<file path="src/rtl/fir_coef_sequencer_if.sv">
// Signal bundle between fir_coef_sequencer and its environment (host streams plus FIR tap port).
// The slave modport is the sequencer's view; master is the host/FIR side.
interface fir_coef_sequencer_if #(
    parameter int COEF_W = 8,
    parameter int IDX_W  = 4,
    parameter int DATA_W = 8,
    parameter int OUT_W  = 20
);
    logic              load_start;
    logic              coef_in_valid;
    logic [COEF_W-1:0] coef_in;
    logic              coef_in_ready;
    logic              sample_in_valid;
    logic [DATA_W-1:0] sample_in;
    logic              sample_in_ready;
    logic              fir_coef_write_enable;
    logic [IDX_W-1:0]  fir_coef_number;
    logic [COEF_W-1:0] fir_coef_value;
    logic [DATA_W-1:0] fir_input_data;
    logic [OUT_W-1:0]  fir_output_data;
    logic              out_valid;
    logic [OUT_W-1:0]  out_data;
    logic              busy;
    logic              load_done;

    modport slave (
        input  load_start,
        input  coef_in_valid,
        input  coef_in,
        output coef_in_ready,
        input  sample_in_valid,
        input  sample_in,
        output sample_in_ready,
        output fir_coef_write_enable,
        output fir_coef_number,
        output fir_coef_value,
        output fir_input_data,
        input  fir_output_data,
        output out_valid,
        output out_data,
        output busy,
        output load_done
    );

    modport master (
        output load_start,
        output coef_in_valid,
        output coef_in,
        input  coef_in_ready,
        output sample_in_valid,
        output sample_in,
        input  sample_in_ready,
        input  fir_coef_write_enable,
        input  fir_coef_number,
        input  fir_coef_value,
        input  fir_input_data,
        output fir_output_data,
        input  out_valid,
        input  out_data,
        input  busy,
        input  load_done
    );
endinterface

</file>
<file path="src/rtl/fir_coef_sequencer.sv">
// Sequencer for a reset-less 5-tap FIR: loads a coefficient burst, flushes the delay line with
// zeros, then streams samples and tags each result with a valid flag aligned to the FIR latency.
module fir_coef_sequencer #(
    parameter int NTAPS   = 5,
    parameter int COEF_W  = 8,
    parameter int IDX_W   = 4,
    parameter int DATA_W  = 8,
    parameter int OUT_W   = 20,
    parameter int FIR_LAT = 1
) (
    input logic                 clk,
    input logic                 rst_n,
    fir_coef_sequencer_if.slave bus
);
    localparam int TAG_DEPTH = 1 + FIR_LAT;
    localparam int CNT_W     = $clog2(NTAPS + 1);
    localparam logic [IDX_W-1:0] LAST_IDX   = IDX_W'(NTAPS - 1);
    localparam logic [CNT_W-1:0] LAST_FLUSH = CNT_W'(NTAPS - 1);

    typedef enum logic [1:0] {
        IDLE,
        LOAD,
        FLUSH,
        RUN
    } state_e;

    state_e               state_q, state_d;
    logic [IDX_W-1:0]     idx_q, idx_d;
    logic [CNT_W-1:0]     flush_cnt_q, flush_cnt_d;
    logic [TAG_DEPTH-1:0] tag_q, tag_d;

    logic                 coef_we_q, coef_we_d;
    logic [IDX_W-1:0]     coef_number_q, coef_number_d;
    logic [COEF_W-1:0]    coef_value_q, coef_value_d;
    logic [DATA_W-1:0]    input_data_q, input_data_d;
    logic                 busy_q, busy_d;
    logic                 load_done_q, load_done_d;
    logic                 out_valid_q, out_valid_d;

    logic                 coef_fire;
    logic                 sample_fire;

    // load_start masks both readies so a beat in the restart cycle is never half-accepted.
    assign bus.coef_in_ready   = (state_q == LOAD) && !bus.load_start;
    assign bus.sample_in_ready = (state_q == RUN)  && !bus.load_start;

    assign coef_fire   = bus.coef_in_valid   && bus.coef_in_ready;
    assign sample_fire = bus.sample_in_valid && bus.sample_in_ready;

    assign bus.fir_coef_write_enable = coef_we_q;
    assign bus.fir_coef_number       = coef_number_q;
    assign bus.fir_coef_value        = coef_value_q;
    assign bus.fir_input_data        = input_data_q;
    assign bus.busy                  = busy_q;
    assign bus.load_done             = load_done_q;
    assign bus.out_valid             = out_valid_q;
    assign bus.out_data              = bus.fir_output_data;

    always_comb begin
        // NOTE: every _d signal gets a default before any branch; a path that skips an
        // assignment in always_comb would otherwise infer a latch.
        state_d       = state_q;
        idx_d         = idx_q;
        flush_cnt_d   = flush_cnt_q;
        tag_d         = tag_q << 1;
        tag_d[0]      = sample_fire;
        coef_we_d     = 1'b0;
        coef_number_d = coef_number_q;
        coef_value_d  = coef_value_q;
        input_data_d  = '0;
        load_done_d   = 1'b0;
        out_valid_d   = tag_q[TAG_DEPTH-1];

        if (bus.load_start) begin
            state_d     = LOAD;
            idx_d       = '0;
            flush_cnt_d = '0;
            tag_d       = '0;
            out_valid_d = 1'b0;
        end else begin
            case (state_q)
                IDLE: begin
                end
                LOAD: begin
                    if (coef_fire) begin
                        coef_we_d     = 1'b1;
                        coef_number_d = idx_q;
                        coef_value_d  = bus.coef_in;
                        idx_d         = idx_q + 1'b1;
                        if (idx_q == LAST_IDX) begin
                            state_d     = FLUSH;
                            flush_cnt_d = '0;
                        end
                    end
                end
                FLUSH: begin
                    // input_data_d stays 0, shifting zeros through every delay-line stage.
                    if (flush_cnt_q == LAST_FLUSH) begin
                        state_d     = RUN;
                        flush_cnt_d = '0;
                        load_done_d = 1'b1;
                    end else begin
                        flush_cnt_d = flush_cnt_q + 1'b1;
                    end
                end
                RUN: begin
                    // A missing sample still advances the FIR, so a zero bubble is fed in.
                    if (sample_fire) begin
                        input_data_d = bus.sample_in;
                    end
                end
                default: begin
                    state_d = IDLE;
                end
            endcase
        end

        busy_d = (state_d == LOAD) || (state_d == FLUSH);
    end

    // NOTE: state and outputs update with non-blocking assignments so every flop samples the
    // pre-edge values; the tag pipeline is reset too, otherwise stale tags could raise out_valid.
    always_ff @(posedge clk or negedge rst_n) begin
        if (!rst_n) begin
            state_q       <= IDLE;
            idx_q         <= '0;
            flush_cnt_q   <= '0;
            tag_q         <= '0;
            coef_we_q     <= 1'b0;
            coef_number_q <= '0;
            coef_value_q  <= '0;
            input_data_q  <= '0;
            busy_q        <= 1'b0;
            load_done_q   <= 1'b0;
            out_valid_q   <= 1'b0;
        end else begin
            state_q       <= state_d;
            idx_q         <= idx_d;
            flush_cnt_q   <= flush_cnt_d;
            tag_q         <= tag_d;
            coef_we_q     <= coef_we_d;
            coef_number_q <= coef_number_d;
            coef_value_q  <= coef_value_d;
            input_data_q  <= input_data_d;
            busy_q        <= busy_d;
            load_done_q   <= load_done_d;
            out_valid_q   <= out_valid_d;
        end
    end
endmodule

</file>
<file path="src/flat_wrapper.sv">
// flat-port wrapper written by rule: the top's interface ports become plain ports
module fir_coef_sequencer_flat 
#(
    parameter int NTAPS   = 5,
    parameter int COEF_W  = 8,
    parameter int IDX_W   = 4,
    parameter int DATA_W  = 8,
    parameter int OUT_W   = 20,
    parameter int FIR_LAT = 1
)
  (clk, rst_n, bus_load_start, bus_coef_in_valid, bus_coef_in, bus_coef_in_ready, bus_sample_in_valid, bus_sample_in, bus_sample_in_ready, bus_fir_coef_write_enable, bus_fir_coef_number, bus_fir_coef_value, bus_fir_input_data, bus_fir_output_data, bus_out_valid, bus_out_data, bus_busy, bus_load_done);
  fir_coef_sequencer_if #(.COEF_W(COEF_W), .IDX_W(IDX_W), .DATA_W(DATA_W), .OUT_W(OUT_W)) bus_i ();
  input logic clk;
  input logic rst_n;
  input wire logic [$bits(bus_i.load_start)-1:0] bus_load_start;
  input wire logic [$bits(bus_i.coef_in_valid)-1:0] bus_coef_in_valid;
  input wire logic [$bits(bus_i.coef_in)-1:0] bus_coef_in;
  output wire logic [$bits(bus_i.coef_in_ready)-1:0] bus_coef_in_ready;
  input wire logic [$bits(bus_i.sample_in_valid)-1:0] bus_sample_in_valid;
  input wire logic [$bits(bus_i.sample_in)-1:0] bus_sample_in;
  output wire logic [$bits(bus_i.sample_in_ready)-1:0] bus_sample_in_ready;
  output wire logic [$bits(bus_i.fir_coef_write_enable)-1:0] bus_fir_coef_write_enable;
  output wire logic [$bits(bus_i.fir_coef_number)-1:0] bus_fir_coef_number;
  output wire logic [$bits(bus_i.fir_coef_value)-1:0] bus_fir_coef_value;
  output wire logic [$bits(bus_i.fir_input_data)-1:0] bus_fir_input_data;
  input wire logic [$bits(bus_i.fir_output_data)-1:0] bus_fir_output_data;
  output wire logic [$bits(bus_i.out_valid)-1:0] bus_out_valid;
  output wire logic [$bits(bus_i.out_data)-1:0] bus_out_data;
  output wire logic [$bits(bus_i.busy)-1:0] bus_busy;
  output wire logic [$bits(bus_i.load_done)-1:0] bus_load_done;
  assign bus_i.load_start = bus_load_start;
  assign bus_i.coef_in_valid = bus_coef_in_valid;
  assign bus_i.coef_in = bus_coef_in;
  assign bus_coef_in_ready = bus_i.coef_in_ready;
  assign bus_i.sample_in_valid = bus_sample_in_valid;
  assign bus_i.sample_in = bus_sample_in;
  assign bus_sample_in_ready = bus_i.sample_in_ready;
  assign bus_fir_coef_write_enable = bus_i.fir_coef_write_enable;
  assign bus_fir_coef_number = bus_i.fir_coef_number;
  assign bus_fir_coef_value = bus_i.fir_coef_value;
  assign bus_fir_input_data = bus_i.fir_input_data;
  assign bus_i.fir_output_data = bus_fir_output_data;
  assign bus_out_valid = bus_i.out_valid;
  assign bus_out_data = bus_i.out_data;
  assign bus_busy = bus_i.busy;
  assign bus_load_done = bus_i.load_done;
  fir_coef_sequencer #(.NTAPS(NTAPS), .COEF_W(COEF_W), .IDX_W(IDX_W), .DATA_W(DATA_W), .OUT_W(OUT_W), .FIR_LAT(FIR_LAT)) u_core (.clk(clk), .rst_n(rst_n), .bus(bus_i));
endmodule
</file>
<file path="config.mk">
export PLATFORM = sky130hd
export DESIGN_NAME = fir_coef_sequencer_flat
export DESIGN_NICKNAME = d
export VERILOG_FILES = /design/src/rtl/fir_coef_sequencer_if.sv /design/src/rtl/fir_coef_sequencer.sv /design/src/flat_wrapper.sv
export SDC_FILE = /design/constraint.sdc
export NUM_CORES = 1
export LEC_CHECK = 0
export BUFFER_PORTS_ARGS = -buffer_cell sky130_fd_sc_hd__buf_2
export CORE_MARGIN = 2
export CORE_UTILIZATION = 48
export CTS_CLUSTER_SIZE = 12
export DETAILED_ROUTE_END_ITERATION = 6
export PLACE_DENSITY = 0.94
export SETUP_SLACK_MARGIN = 0.15
export SYNTH_ARGS = -nofsm -noshare
export SYNTH_HDL_FRONTEND = slang
export SYNTH_SLANG_ARGS = --single-unit
</file>
<file path="constraint.sdc">
create_clock -name clk -period 3.4 [get_ports clk]
set_input_delay 0.17 -clock clk [delete_from_list [all_inputs] [get_ports clk]]
set_output_delay 0.17 -clock clk [all_outputs]
set_load 0.05 [all_outputs]
</file>
== Word-level counts from Yosys, hierarchy flattened ==
Cells that the tools add are included.

* $add $sub $neg: 2
* Eq/ne operators: 9
* Multiplexer cells: 24
* Bitwise operators: 1
* Reductions and logical operators: 12

{| class="wikitable"
|+ Operators by type and width
! kind !! count
|-
| two-way mux 8 bit || 3
|-
| two-way mux 3 bit || 4
|-
| two-way mux 4 bit || 3
|-
| two-way mux 2 bit || 5
|-
| two-way mux 1 bit || 7
|-
| == test 2 bit, second input constant || 3
|-
| one-hot mux 3 bit (2 select lines) || 1
|-
| AND reduction 3 bit || 2
|-
| adder 4 x 1 -> 4 bit, second input constant || 1
|-
| == test 2 x 1 -> 1 bit, second input constant || 2
|-
| == test 4 x 3 -> 1 bit, second input constant || 1
|-
| logical AND 1 bit || 4
|-
| one-hot mux 2 bit (2 select lines) || 1
|-
| nonzero test 2 bit || 2
|-
| adder 3 x 1 -> 3 bit, second input constant || 1
|-
| == test 3 bit, second input constant || 1
|-
| != test 3 x 2 -> 1 bit, second input constant || 1
|-
| != test 3 bit, second input constant || 1
|-
| nonzero test 3 bit || 1
|-
| AND reduction 2 bit || 1
|-
| logical NOT 1 bit || 1
|-
| logical OR 1 bit || 1
|-
| inverter 1 bit || 1
|}

* Bits in registers: 35
* Word-level logic and storage cells: 59

== Logic depth before layout (Yosys ltp) ==
* Word-level depth: 8
* Mapped depth: 8

== Least setup slack after synthesis ==
OpenSTA, ideal clock, no wires.

* Path type: register to register
* Start point: register u_core.state_q[1]
* End point: register u_core.busy_q, in the netlist u_core.bus.busy
* Setup time: 0.125 ns
* Arrival: 1.640 ns
* Data required time: 3.275 ns
* Path slack: 1.635 ns
* Stages on the path, launching flop included: 7
* Path through: dfrtp_1 -> inv_1 -> ha_1 -> clkbuf_1 -> nor3_1 -> a2111oi_4 -> mux2_4

* Word-level cells in the longest chain between the ends: 8
* Elaborated cells on any way between the ends: 12

{| class="wikitable"
|+ Ends and longest elaborated chain
! element !! line !! source
|-
| start: declaration || fir_coef_sequencer.sv:27 || <nowiki>state_e state_q, state_d;</nowiki>
|-
| start signal: assignment || fir_coef_sequencer.sv:137 || <nowiki>state_q <= state_d;</nowiki>
|-
| == test 2 x 1 -> 1 bit || fir_coef_sequencer.sv:44, fir_coef_sequencer.sv:81 ||
|-
| logical AND 1 bit || fir_coef_sequencer.sv:44 || <nowiki>assign bus.coef_in_ready = (state_q == LOAD) && !bus.load_start;</nowiki>
|-
| logical AND 1 bit || fir_coef_sequencer.sv:47 || <nowiki>assign coef_fire = bus.coef_in_valid && bus.coef_in_ready;</nowiki>
|-
| two-way mux 2 bit || fir_coef_sequencer.sv:85 || <nowiki>if (coef_fire) begin</nowiki>
|-
| one-hot mux 2 bit (2 select lines) (*) || fir_coef_sequencer.sv:81 || <nowiki>case (state_q)</nowiki>
|-
| two-way mux 2 bit (*) || fir_coef_sequencer.sv:74 || <nowiki>if (bus.load_start) begin</nowiki>
|-
| named net u_core.state_d[1] || fir_coef_sequencer.sv:27 ||
|-
| == test 2 x 1 -> 1 bit / == test 2 bit (equally long branches) || fir_coef_sequencer.sv:118 || <nowiki>busy_d = (state_d == LOAD) || (state_d == FLUSH);</nowiki>
|-
| logical OR 1 bit (*) || fir_coef_sequencer.sv:118 ||
|-
| named net u_core.busy_d || fir_coef_sequencer.sv:36 || <nowiki>logic busy_q, busy_d;</nowiki>
|-
| end signal: assignment || fir_coef_sequencer.sv:145 || <nowiki>busy_q <= busy_d;</nowiki>
|-
| end: declaration || fir_coef_sequencer.sv:36 ||
|}

The timed path passes the listed nets; every way through them passes the cells marked *.
A chain may end at the register's enable or synchronous reset.

== Worst setup path in the final report ==
* Start point: register u_core.state_q[1]
* End point: register u_core.idx_q[3]

* Word-level cells in the longest chain between the ends: 5
* Elaborated cells on any way between the ends: 6

{| class="wikitable"
|+ Ends and longest elaborated chain
! element !! line !! source
|-
| == test 2 x 1 -> 1 bit (*) || fir_coef_sequencer.sv:44, fir_coef_sequencer.sv:81 ||
|-
| logical AND 1 bit || fir_coef_sequencer.sv:44 ||
|-
| logical AND 1 bit || fir_coef_sequencer.sv:47 ||
|-
| nonzero test 2 bit (no source line) || n/a ||
|-
| AND reduction 2 bit (no source line) (*) || n/a ||
|-
| end signal: assignment || fir_coef_sequencer.sv:138 || <nowiki>idx_q <= idx_d;</nowiki>
|-
| end: declaration || fir_coef_sequencer.sv:28 || <nowiki>logic [IDX_W-1:0] idx_q, idx_d;</nowiki>
|}

Every way passes the cells marked *; elsewhere a longest branch is shown, timed or not.

==> flow_metrics.env <==
export IMPL_p_leak_nw=1.073
export IMPL_cts_made_buffers=5
export IMPL_ff2ff_setup_slack_ns=1.47
export IMPL_synth_mux_area_share_pct=1.586
export IMPL_maxCapViolations=0
export IMPL_grt_pass1_vias=1123
export IMPL_gr_usage_all_layers_pct=16.10
export IMPL_ys_seq_elements=35
export IMPL_hold_buffers=2
export IMPL_io_buffers=46
export IMPL_synth_edff_count=0
export IMPL_startpoint="u_core.state_q[1]"
export IMPL_die_x_um=62.75
export IMPL_worst_ep_arrival_time_ns=2.20
export IMPL_die_h_um=62.75
export IMPL_start_kind="register"
export IMPL_max_freq_mhz=519.3
export IMPL_power_density_nw_per_um2=587.4
export IMPL_routed_via_density=4.724
export IMPL_synth_top_family_by_area="simple AND/OR/NAND/NOR gates"
export IMPL_synthXorXnorAreaFrac_pct=1.586
export IMPL_yosysTopAreaCellShare_pct=52.87
export IMPL_synth_fa_ha_area_share_pct=6.042
export IMPL_synth_cell_types=29
export IMPL_synth_compound_area_share_pct=6.495
export IMPL_dr_pass1_iters=2
export IMPL_total_power_mw=1.106
export IMPL_clk_insertion_delay_late_ns=0.34
export IMPL_ys_flop_type="dfrtp_1"
export IMPL_fillerInstances=296
export IMPL_hp_start="bus_coef_in[1]"
export IMPL_num_antenna_cells=0
export IMPL_outcome="completed"
export IMPL_dieArea_um2=3937
export IMPL_drt_initial_drc_count=40
export IMPL_critPathMaxFanout=15
export IMPL_hold_path_class="input port to register"
export IMPL_htreeDepth=2
export IMPL_grt_antenna_before_repair=0
export IMPL_finClkSkew_ns=0.01429
export IMPL_rsz0062_at_grt="no"
export IMPL_dp_cells=229
export IMPL_peakVddDrop_mv=0.2966
export IMPL_cts_path_max_buffers=2
export IMPL_rows=21
export IMPL_drv_slew=0
export IMPL_yosysMostFrequentCell="nand2_1"
export IMPL_async_reset_ff_share_pct=100.0
export IMPL_grt_pass1_wl_um=4954
export IMPL_core_area_um2=3337
export IMPL_cts_tree="yes"
export IMPL_slew_headroom_pct=50.15
export IMPL_start_util_pct=49.64
export IMPL_yosysWarnings=0
export IMPL_final_cells=239
export IMPL_synth_cells=161
export IMPL_crit_type="register to register"
export IMPL_drt_antenna_violating_nets=0
export IMPL_ys_seq_area_share_pct=52.87
export IMPL_syn_area_um2=1657
export IMPL_wl_per_cell_um=12.28
export IMPL_via_count=1129
export IMPL_cts_resized=0
export IMPL_grt_max_degree=36
export IMPL_timing_rr_start="u_core.state_q[1]"
export IMPL_crit_required_ns=3.68
export IMPL_gp_congestion=0.8247
export IMPL_drive_above_1_share_pct=29.53
export IMPL_synthTopCellsByArea="dfrtp_1, buf_4, nand2_1, ha_1, and3_1"
export IMPL_final_hold_violation_count=0
export IMPL_cts_root_buf="clkbuf_4"
export IMPL_wirelength_um=2934
export IMPL_tns_ns=0
export IMPL_io_pins=87
export IMPL_worst_hold_slack_ns=0.01619
export IMPL_fin_crit_ns=1.926
export IMPL_route_detailed_drc=0
export IMPL_grt_overflow=0
export IMPL_syn_nets=210
export IMPL_synth_top_cells_by_count="nand2_1, dfrtp_1, buf_4, inv_1"
export IMPL_syn_avg_cell_area_um2=10.29
export IMPL_fin_nets=242
export IMPL_cts_sinks=35
export IMPL_worst_slew_pin_slew_ns=0.7477
export IMPL_final_setup_viol_count=0
export IMPL_clk_pin_slew_worst_paths_ns=0.11
export IMPL_finalCritPeriodShare_pct=56.64
export IMPL_place_hpwl_um=2132
export IMPL_area_growth_synth_to_final_pct=13.67
export IMPL_yosys_area_share_simple_pct=18.88
export IMPL_cts_setup_buffers=0
export IMPL_synth_area_leader_cell="dfrtp_1"
export IMPL_crit_path_end_kind="register"
[kinds of logic after synthesis]
family                   count (synthesis)
buffers and inverters                   35
AO/OA/AOI/OAI                           12
AND/OR/NAND/NOR                         66
adder cells (fa/ha/maj)                  8
multiplexers                             2
XOR/XNOR                                 3
flip-flops                              35
[cell usage in the layout (no fill, tap or decap), types with 2 or more instances in the layout]
cell	n
nand2b_1	2
buf_2	46
nor3b_1	2
nand2_1	37
nand3_1	3
ha_1	8
dfrtp_1	35
inv_1	10
and3_1	8
o31ai_1	3
nor2b_1	4
nor2_1	5
xor2_1	2
clkbuf_4	5
o21ai_0	3
nor3_1	2
dlygate4sd3_1	3
[stage by stage]
stage / cell area [µm²] / setup slack, ns / utilization (%)
floorplan: 1657 / 1.635 / -
global placement: 1782 / 1.570 / 53.39
detailed placement: 1782 / 1.467 / 53.39
CTS: 1873 / 1.457 / 56.13
global route: 1883 / 1.285 / 56.43
finish: 1883 / 1.474 / 56.43
[where the power goes]
part,leakage (nW),switching [mW],internal [mW]
Combinational,0.572,0.247,0.0883
Sequential,0.463,0.0265,0.462
Clock,0.0383,0.130,0.152
[registers in the layout, summed over array words and instances (netlist names)]
register,count
u_core.state_q,2
u_core.bus.fir_input_data,8
u_core.tag_q,2
u_core.bus.out_valid,1
u_core.bus.fir_coef_number,4
u_core.bus.fir_coef_write_enable,1
u_core.bus.fir_coef_value,8
u_core.bus.busy,1
u_core.flush_cnt_q,3
u_core.idx_q,4
u_core.bus.load_done,1
[layout make-up]
type	instances	area (µm²)	share of cell area, %
Multi-Input combinational cell	91	573.1	30.43
Timing Repair Buffer	50	267.8	14.22
Inverter	10	37.54	1.993
Clock buffer	6	41.29	2.193
Clock inverter	1	30.03	1.595
Tap cell	46	57.56	3.056
Sequential cell	35	875.8	46.51
[worst max-delay path, cell delays in order, from the launching register on]
cell,delay [ns]
dfrtp_1,0.44
inv_1,0.13
ha_1,0.29
nand3_1,0.11
buf_4,0.18
inv_1,0.30
nand4_1,0.16
xor2_1,0.16
nor2_1,0.10
[routing by layer]
metal	GRT usage, %	vias to the layer above	part of all wire (%)
met1	18.20	526	42
met3	6.306	3	6.9
met4	4.722	0	0.72
li1	-	563	-
met2	28.09	37	50
met5	0	-	0
[final timing paths]
kind | to | cells past startpoint
worst max-delay path | u_core.idx_q[3] | 8
worst min-delay path | u_core.bus.fir_coef_value[1] | 3
worst max register to register | u_core.idx_q[3] | 8
worst min register to register | u_core.tag_q[1] | 1
max in group asynchronous | u_core.flush_cnt_q[0] | 2
min in group asynchronous | u_core.bus.busy | 2
(Power assumes the default switching activity.)
